**src/rtl/pipe_hazard_ctrl_pkg.sv**
```systemverilog
// Shared constants and types for the DE-side hazard controller.
// Holds the state encoding and the AGEX/WB-to-DE field layouts.
package pipe_hazard_ctrl_pkg;

    localparam int unsigned NREGS        = 32;
    localparam int unsigned REGNOBITS    = 5;
    localparam int unsigned MAX_INFLIGHT = 3;
    localparam int unsigned CNTBITS      = 2;
    localparam int unsigned PERFBITS     = 32;

    typedef enum logic {
        HZ_RUN   = 1'b0,
        HZ_DRAIN = 1'b1
    } hz_state_e;

    localparam int unsigned AGEX_TO_DE_W = 1;
    localparam int unsigned WB_TO_DE_W   = REGNOBITS + 2;

    typedef struct packed {
        logic br_mispred;
    } from_agex_to_de_t;

    typedef struct packed {
        logic                 valid;
        logic                 wr_reg;
        logic [REGNOBITS-1:0] wregno;
    } from_wb_to_de_t;

endpackage

```
**src/rtl/pipe_hazard_ctrl_hz_scoreboard.sv**
```systemverilog
// Per-register in-flight write counters with three read ports.
// x0 has no storage: it reads as zero and issues/retires to it are dropped.
module hz_scoreboard #(
    parameter int unsigned NREGS     = 32,
    parameter int unsigned REGNOBITS = 5,
    parameter int unsigned CNTBITS   = 2
) (
    input  logic                 clk,
    input  logic                 reset,
    input  logic                 inc_en,
    input  logic [REGNOBITS-1:0] inc_reg,
    input  logic                 dec_en,
    input  logic [REGNOBITS-1:0] dec_reg,
    input  logic [REGNOBITS-1:0] rd_a,
    input  logic [REGNOBITS-1:0] rd_b,
    input  logic [REGNOBITS-1:0] rd_c,
    output logic [CNTBITS-1:0]   cnt_a,
    output logic [CNTBITS-1:0]   cnt_b,
    output logic [CNTBITS-1:0]   cnt_c,
    output logic                 sb_empty,
    output logic                 sb_err
);
    import pipe_hazard_ctrl_pkg::*;

    logic [CNTBITS-1:0] cnt_q [1:NREGS-1];
    logic [NREGS-1:1]   inc_vec;
    logic [NREGS-1:1]   dec_vec;
    logic               dec_zero;

    always_comb begin
        cnt_a    = '0;
        cnt_b    = '0;
        cnt_c    = '0;
        sb_empty = 1'b1;
        dec_zero = 1'b0;
        inc_vec  = '0;
        dec_vec  = '0;
        for (int unsigned r = 1; r < NREGS; r++) begin
            inc_vec[r] = inc_en && (inc_reg == REGNOBITS'(r));
            dec_vec[r] = dec_en && (dec_reg == REGNOBITS'(r));
            if (rd_a == REGNOBITS'(r)) cnt_a = cnt_q[r];
            if (rd_b == REGNOBITS'(r)) cnt_b = cnt_q[r];
            if (rd_c == REGNOBITS'(r)) cnt_c = cnt_q[r];
            if (cnt_q[r] != '0) sb_empty = 1'b0;
            // A matching issue in the same cycle covers the retire, so no underflow
            if (dec_vec[r] && !inc_vec[r] && cnt_q[r] == '0) dec_zero = 1'b1;
        end
    end

    always_ff @(posedge clk or posedge reset) begin
        if (reset) begin
            for (int unsigned r = 1; r < NREGS; r++) cnt_q[r] <= '0;
            sb_err <= 1'b0;
        end else begin
            for (int unsigned r = 1; r < NREGS; r++) begin
                if (inc_vec[r] && !dec_vec[r])
                    cnt_q[r] <= cnt_q[r] + 1'b1;
                else if (dec_vec[r] && !inc_vec[r] && cnt_q[r] != '0)
                    cnt_q[r] <= cnt_q[r] - 1'b1;
            end
            if (dec_zero) sb_err <= 1'b1;
        end
    end

endmodule

```
**src/rtl/pipe_hazard_ctrl.sv**
```systemverilog
// DE-side hazard controller: RAW/WAW stalls, fence drain and mispredict flush.
// Stall/issue/flush are same-cycle combinational; the FSM and perf counter are registered.
module pipe_hazard_ctrl #(
    parameter int unsigned NREGS        = pipe_hazard_ctrl_pkg::NREGS,
    parameter int unsigned REGNOBITS    = pipe_hazard_ctrl_pkg::REGNOBITS,
    parameter int unsigned MAX_INFLIGHT = pipe_hazard_ctrl_pkg::MAX_INFLIGHT,
    parameter int unsigned CNTBITS      = pipe_hazard_ctrl_pkg::CNTBITS,
    parameter int unsigned PERFBITS     = pipe_hazard_ctrl_pkg::PERFBITS
) (
    input  logic                 clk,
    input  logic                 reset,
    input  logic                 de_valid,
    input  logic                 de_use_rs1,
    input  logic                 de_use_rs2,
    input  logic [REGNOBITS-1:0] de_rs1,
    input  logic [REGNOBITS-1:0] de_rs2,
    input  logic                 de_wr_reg,
    input  logic [REGNOBITS-1:0] de_wregno,
    input  logic                 de_is_fence,
    input  logic                 agex_br_mispred,
    input  logic                 wb_valid,
    input  logic                 wb_wr_reg,
    input  logic [REGNOBITS-1:0] wb_wregno,
    output logic                 stall_de,
    output logic                 de_issue,
    output logic                 flush_de,
    output logic                 flush_fe,
    output logic                 sb_empty,
    output logic                 sb_err,
    output logic [PERFBITS-1:0]  stall_cycles
);
    import pipe_hazard_ctrl_pkg::*;

    hz_state_e          state_q;
    from_agex_to_de_t   agex_in;
    from_wb_to_de_t     wb_in;
    logic [CNTBITS-1:0] rs1_cnt, rs2_cnt, wr_cnt;
    logic               raw, waw_full, mispred, issue_wr;

    assign agex_in = from_agex_to_de_t'(agex_br_mispred);
    assign wb_in   = {wb_valid, wb_wr_reg, wb_wregno};

    hz_scoreboard #(
        .NREGS     (NREGS),
        .REGNOBITS (REGNOBITS),
        .CNTBITS   (CNTBITS)
    ) u_sb (
        .clk      (clk),
        .reset    (reset),
        .inc_en   (issue_wr),
        .inc_reg  (de_wregno),
        .dec_en   (wb_in.valid && wb_in.wr_reg),
        .dec_reg  (wb_in.wregno),
        .rd_a     (de_rs1),
        .rd_b     (de_rs2),
        .rd_c     (de_wregno),
        .cnt_a    (rs1_cnt),
        .cnt_b    (rs2_cnt),
        .cnt_c    (wr_cnt),
        .sb_empty (sb_empty),
        .sb_err   (sb_err)
    );

    always_comb begin
        mispred  = agex_in.br_mispred;
        raw      = (de_use_rs1 && de_rs1 != '0 && rs1_cnt != '0) ||
                   (de_use_rs2 && de_rs2 != '0 && rs2_cnt != '0);
        waw_full = de_wr_reg && de_wregno != '0 && wr_cnt == CNTBITS'(MAX_INFLIGHT);
        stall_de = 1'b0;
        de_issue = 1'b0;
        flush_de = 1'b0;
        flush_fe = 1'b0;
        // Handshakes are held quiet while reset is asserted, whatever DE presents
        if (!reset) begin
            if (state_q == HZ_DRAIN)
                stall_de = !sb_empty && !mispred;
            else
                stall_de = de_valid && (raw || waw_full || (de_is_fence && !sb_empty)) && !mispred;
            de_issue = de_valid && !stall_de && !mispred;
            flush_de = mispred;
            flush_fe = mispred;
        end
        issue_wr = de_issue && de_wr_reg && de_wregno != '0;
    end

    always_ff @(posedge clk or posedge reset) begin
        if (reset) begin
            state_q      <= HZ_RUN;
            stall_cycles <= '0;
        end else begin
            case (state_q)
                HZ_RUN:
                    if (de_valid && de_is_fence && !sb_empty && !mispred) state_q <= HZ_DRAIN;
                HZ_DRAIN:
                    if (mispred || sb_empty) state_q <= HZ_RUN;
                default:
                    state_q <= HZ_RUN;
            endcase
            if (stall_de && stall_cycles != '1) stall_cycles <= stall_cycles + 1'b1;
        end
    end

endmodule

```
**config.mk**
```make
export PLATFORM = sky130hd
export DESIGN_NAME = pipe_hazard_ctrl
export DESIGN_NICKNAME = d
export VERILOG_FILES = /design/src/rtl/pipe_hazard_ctrl_pkg.sv /design/src/rtl/pipe_hazard_ctrl_hz_scoreboard.sv /design/src/rtl/pipe_hazard_ctrl.sv
export SDC_FILE = /design/constraint.sdc
export NUM_CORES = 1
export LEC_CHECK = 0
export ABC_AREA = 1
export CAP_MARGIN = 10
export CORE_ASPECT_RATIO = 1.5
export CORE_MARGIN = 2
export CORE_UTILIZATION = 35
export CTS_CLUSTER_DIAMETER = 30
export DETAILED_ROUTE_END_ITERATION = 10
export SKIP_LAST_GASP = 1
export SYNTH_ARGS = -nofsm -noshare
export SYNTH_HDL_FRONTEND = slang
export SYNTH_SLANG_ARGS = --single-unit
export TNS_END_PERCENT = 100
```
**constraint.sdc**
```tcl
create_clock -name clk -period 3.8 [get_ports clk]
set_input_delay 0.57 -clock clk [delete_from_list [all_inputs] [get_ports clk]]
set_output_delay 0.57 -clock clk [all_outputs]
set_load 0.02 [all_outputs]
```
==> flow_results.xml <==
<?xml version="1.0" encoding="UTF-8"?>
<metrics>
  <group name="run_status">
    <metric name="run_status" unit="">complete, but fails checks</metric>
    <metric name="failed_checks" unit="">setup timing</metric>
  </group>
  <group name="sta">
    <metric name="slew_viol_final" unit="">0</metric>
    <metric name="slew_headroom" unit="%">33.82</metric>
    <metric name="timing.final.crit_share" unit="%">109.6</metric>
    <metric name="clock_skew" unit="ns">0.008904</metric>
    <metric name="max_freq" unit="GHz">0.2400</metric>
    <metric name="worst_slew_pin_tran" unit="ns">0.9851</metric>
    <metric name="worst_slack" unit="ns">-0.3664</metric>
    <metric name="hold_viol" unit="">0</metric>
    <metric name="setup_violations" unit="">75</metric>
    <metric name="rsz0062_at_grt" unit="">yes</metric>
    <metric name="final_period_minus_worst_setup_slack" unit="ns">4.166</metric>
  </group>
  <group name="setup_path">
    <metric name="path_class" unit="">reg -&gt; out</metric>
    <metric name="timing.critical_path.arrival" unit="ns">3.60</metric>
    <metric name="max_stage_delay" unit="ns">0.42</metric>
    <metric name="worst-r2r-setup-slack" unit="ns">-0.32</metric>
    <metric name="timing.critical_path.fanout_max" unit="">6</metric>
    <metric name="worstRegToRegCells" unit="">36</metric>
    <metric name="crit-reg2reg-capture" unit="">u_sb.sb_err</metric>
    <metric name="worst_ep_required_time" unit="ns">3.23</metric>
    <metric name="critical_path.reg2reg.startpoint" unit="">u_sb.cnt_q[60]</metric>
    <metric name="worst_path_most_repeated_cell" unit="">nand2_1</metric>
    <metric name="cp_slowest_cell" unit="">dfrtp_1</metric>
    <metric name="cp-start-kind" unit="">flop</metric>
    <metric name="cp-end-kind" unit="">output port</metric>
  </group>
  <group name="die">
    <metric name="io_pins" unit="">68</metric>
    <metric name="core_area" unit="um^2">21720</metric>
    <metric name="floorplan.die_area" unit="um^2">23300</metric>
    <metric name="die_x" unit="um">125.3</metric>
    <metric name="fp-row-count" unit="">66</metric>
    <metric name="die_span_in_y" unit="um">185.9</metric>
    <metric name="initial_utilization" unit="%">35.56</metric>
  </group>
  <group name="synth">
    <metric name="synthesis.area" unit="um^2">7724</metric>
    <metric name="synth.top_cells.by_area" unit="">dfrtp_1 31%, nand2_1 15%, nor2_1 9.1%</metric>
    <metric name="seq_area_frac_synth" unit="%">31.10</metric>
    <metric name="synth_seq_cells" unit="">96</metric>
    <metric name="yosysWarningCount" unit="">0</metric>
    <metric name="synth.lib_cells_used.distinct" unit="">44</metric>
    <metric name="postSynth.asyncResetShare" unit="%">100.0</metric>
    <metric name="synth.avg_cell_area" unit="um^2">6.239</metric>
    <metric name="yosys_most_used_dff" unit="">dfrtp_1</metric>
    <metric name="syn_inst" unit="">1238</metric>
    <metric name="number_of_enable_type_register_cells_in_the_synthesized_netlist" unit="">0</metric>
    <metric name="synth_largest_type_area_fraction" unit="%">31.10</metric>
    <metric name="net_count_of_the_mapped_netlist" unit="">1269</metric>
    <metric name="synth_top_area_cell" unit="">dfrtp_1</metric>
  </group>
  <group name="cells_and_area">
    <metric name="layout_commonest_cell" unit="">nand2_1</metric>
    <metric name="num-fill-cells" unit="">2167</metric>
    <metric name="fin_nets" unit="">1553</metric>
    <metric name="num_antenna_cells" unit="">0</metric>
    <metric name="stdcell_count" unit="">1799</metric>
    <metric name="final_layout_size_suffix_gt1_share" unit="%">25.74</metric>
    <metric name="post-route-cell-area" unit="um^2">11330</metric>
    <metric name="layout.cells.most_common_list" unit="">278 x nand2_1, 201 x buf_4, 169 x inv_1</metric>
    <metric name="multi_input_comb_area" unit="um^2">5004</metric>
    <metric name="area_growth" unit="%">46.65</metric>
    <metric name="footprint_of_the_flip_flops_and_latches" unit="um^2">2402</metric>
  </group>
  <group name="drt">
    <metric name="postRouteWirelength" unit="um">32830</metric>
    <metric name="vias" unit="">9370</metric>
    <metric name="drt_pass1_iterations" unit="">5</metric>
    <metric name="avgViaCountPerCell" unit="">5.208</metric>
    <metric name="first_iter_violations" unit="">561</metric>
    <metric name="wire_length_per_cell" unit="um">18.25</metric>
    <metric name="drt_drc_violations_left" unit="">0</metric>
    <metric name="ant_nets" unit="">0</metric>
  </group>
  <group name="worst_hold_path">
    <metric name="worstHoldEndpoint" unit="">u_sb.cnt_q[22]</metric>
    <metric name="timing.hold.worst.start" unit="">u_sb.cnt_q[22]</metric>
    <metric name="worstHoldPathCells" unit="">1</metric>
    <metric name="worst_hold_path_type" unit="">reg -&gt; reg</metric>
  </group>
  <group name="power">
    <metric name="power_per_cell_area" unit="nW/um^2">265.2</metric>
    <metric name="power_leakage" unit="nW">5.538</metric>
    <metric name="peakVddDrop" unit="uV">190.5</metric>
  </group>
  <group name="job">
    <metric name="cap_violations" unit="">0</metric>
  </group>
  <group name="clocking">
    <metric name="cts-hold-fix-buffers" unit="">0</metric>
    <metric name="clk_root_buffer_cell" unit="">clkbuf_16</metric>
    <metric name="cts-htree-levels" unit="">3</metric>
    <metric name="cts-buffers-inserted" unit="">9</metric>
    <metric name="cts_sinks" unit="">96</metric>
    <metric name="clock_insertion_delay_worst_skew" unit="ns">0.37</metric>
    <metric name="tritoncts" unit="">done</metric>
    <metric name="cts.path.max_buffers" unit="">2</metric>
    <metric name="cts.clk_slew.worst_paths" unit="ns">0.07</metric>
  </group>
  <group name="place">
    <metric name="dpl_cell_area" unit="um^2">10280</metric>
    <metric name="post-place-cells" unit="">1766</metric>
    <metric name="gp_congestion" unit="">1.028</metric>
    <metric name="post-dp-hpwl" unit="um">26690</metric>
    <metric name="io_buffer_count" unit="">67</metric>
  </group>
  <group name="global_route">
    <metric name="total_grt_overflow" unit="">0</metric>
    <metric name="grt_antenna_before_repair" unit="">0</metric>
    <metric name="grt_use_total" unit="%">28.34</metric>
    <metric name="grt_pass1_vias" unit="">9119</metric>
    <metric name="grt_max_degree" unit="">53</metric>
    <metric name="global_route_wire_length_before_repair" unit="um">50110</metric>
  </group>
</metrics>
critical path: cells and delay by family (launching register included):
kind            cells  cell delay [ns]
flops               1             0.42
simple gates       24             1.95
buf+inv             4             0.52
compound gates      2             0.32
through the flow:
step                      setup TNS, ns  setup slack, ns  total power (W)  hold slack, ns  utilization, %
final                            -8.283          -0.3664         0.003004          0.5062           52.15
after global routing             -31.25          -0.5782         0.003147          0.5215           52.15
after CTS                        -3.588          -0.2686         0.002963          0.5040           49.91
after detailed placement        -106.16           -1.432         0.002026          0.4887           47.33
after global placement          -105.48           -1.420         0.002021          0.4789           47.33
after floorplan                       0           0.2519         0.001587          0.4638               -
how the worst max path moves through the flow:
stage | startpoint | end | cells after the start
2_1_floorplan | de_wregno[1] | stall_cycles[31] | 36
3_3_place_gp | de_wregno[3] | de_issue | 35
3_5_place_dp | de_wregno[3] | de_issue | 35
4_1_cts | u_sb.cnt_q[61] | de_issue | 33
5_1_grt | u_sb.cnt_q[60] | de_issue | 30
6_report | u_sb.cnt_q[60] | de_issue | 30
registers in the layout, summed over array words and instances, names as in the netlist:
signal,flops
stall_cycles,32
state_q,1
u_sb.cnt_q,62
u_sb.sb_err,1
kinds of logic after synthesis:
kind of cell,after synthesis,share of synthesized area [%]
buf+inv,213,10.69
xor+xnor,61,6.917
flops,96,31.10
fa+ha+maj,1,0.1620
compound gates,147,10.27
simple gates,720,40.86
cell type report:
type	instances	share of cell area [%]
inverter	187	6.363
multi-input combinational	929	44.17
clock buffer	12	2.176
timing repair buffer	299	22.83
sequential	96	21.21
clock inverter	4	0.2430
tap	272	3.005
synthesized netlist by cell type, types with 7 or more instances:
cell type  number
a21oi_1        30
inv_1         180
o21ai_1        16
nand2_1       303
xnor2_1        11
or2_0           8
nand3_1        89
nand4_1        55
xor2_1         50
o21ai_0        80
or2_2           7
clkbuf_1       17
nor2_1        187
nor3_1         34
dfrtp_1        96
or2_1          13
per-layer routing:
| metal | track usage (%) | vias up | wire length [um] |
|---|---|---|---|
| li1 | - | 4542 | - |
| met1 | 29.86 | 4393 | 12130 |
| met2 | 51.61 | 324 | 16690 |
| met3 | 3.535 | 111 | 1340 |
| met4 | 21.11 | 0 | 2674 |
| met5 | 0 | - | 0 |
power by group:
part | switching [W] | total [W] | internal, W
Sequential | 0.000145 | 0.00125 | 0.00111
Clock | 0.000434 | 0.000898 | 0.000465
Combinational | 0.000515 | 0.000854 | 0.000339
what timing repair did:
action	CTS	global route
pin swaps	26	35
setup buffers	13	11
gates resized for setup	139	118
setup endpoints to repair	97	97
Power figures use the tool's default switching activity.
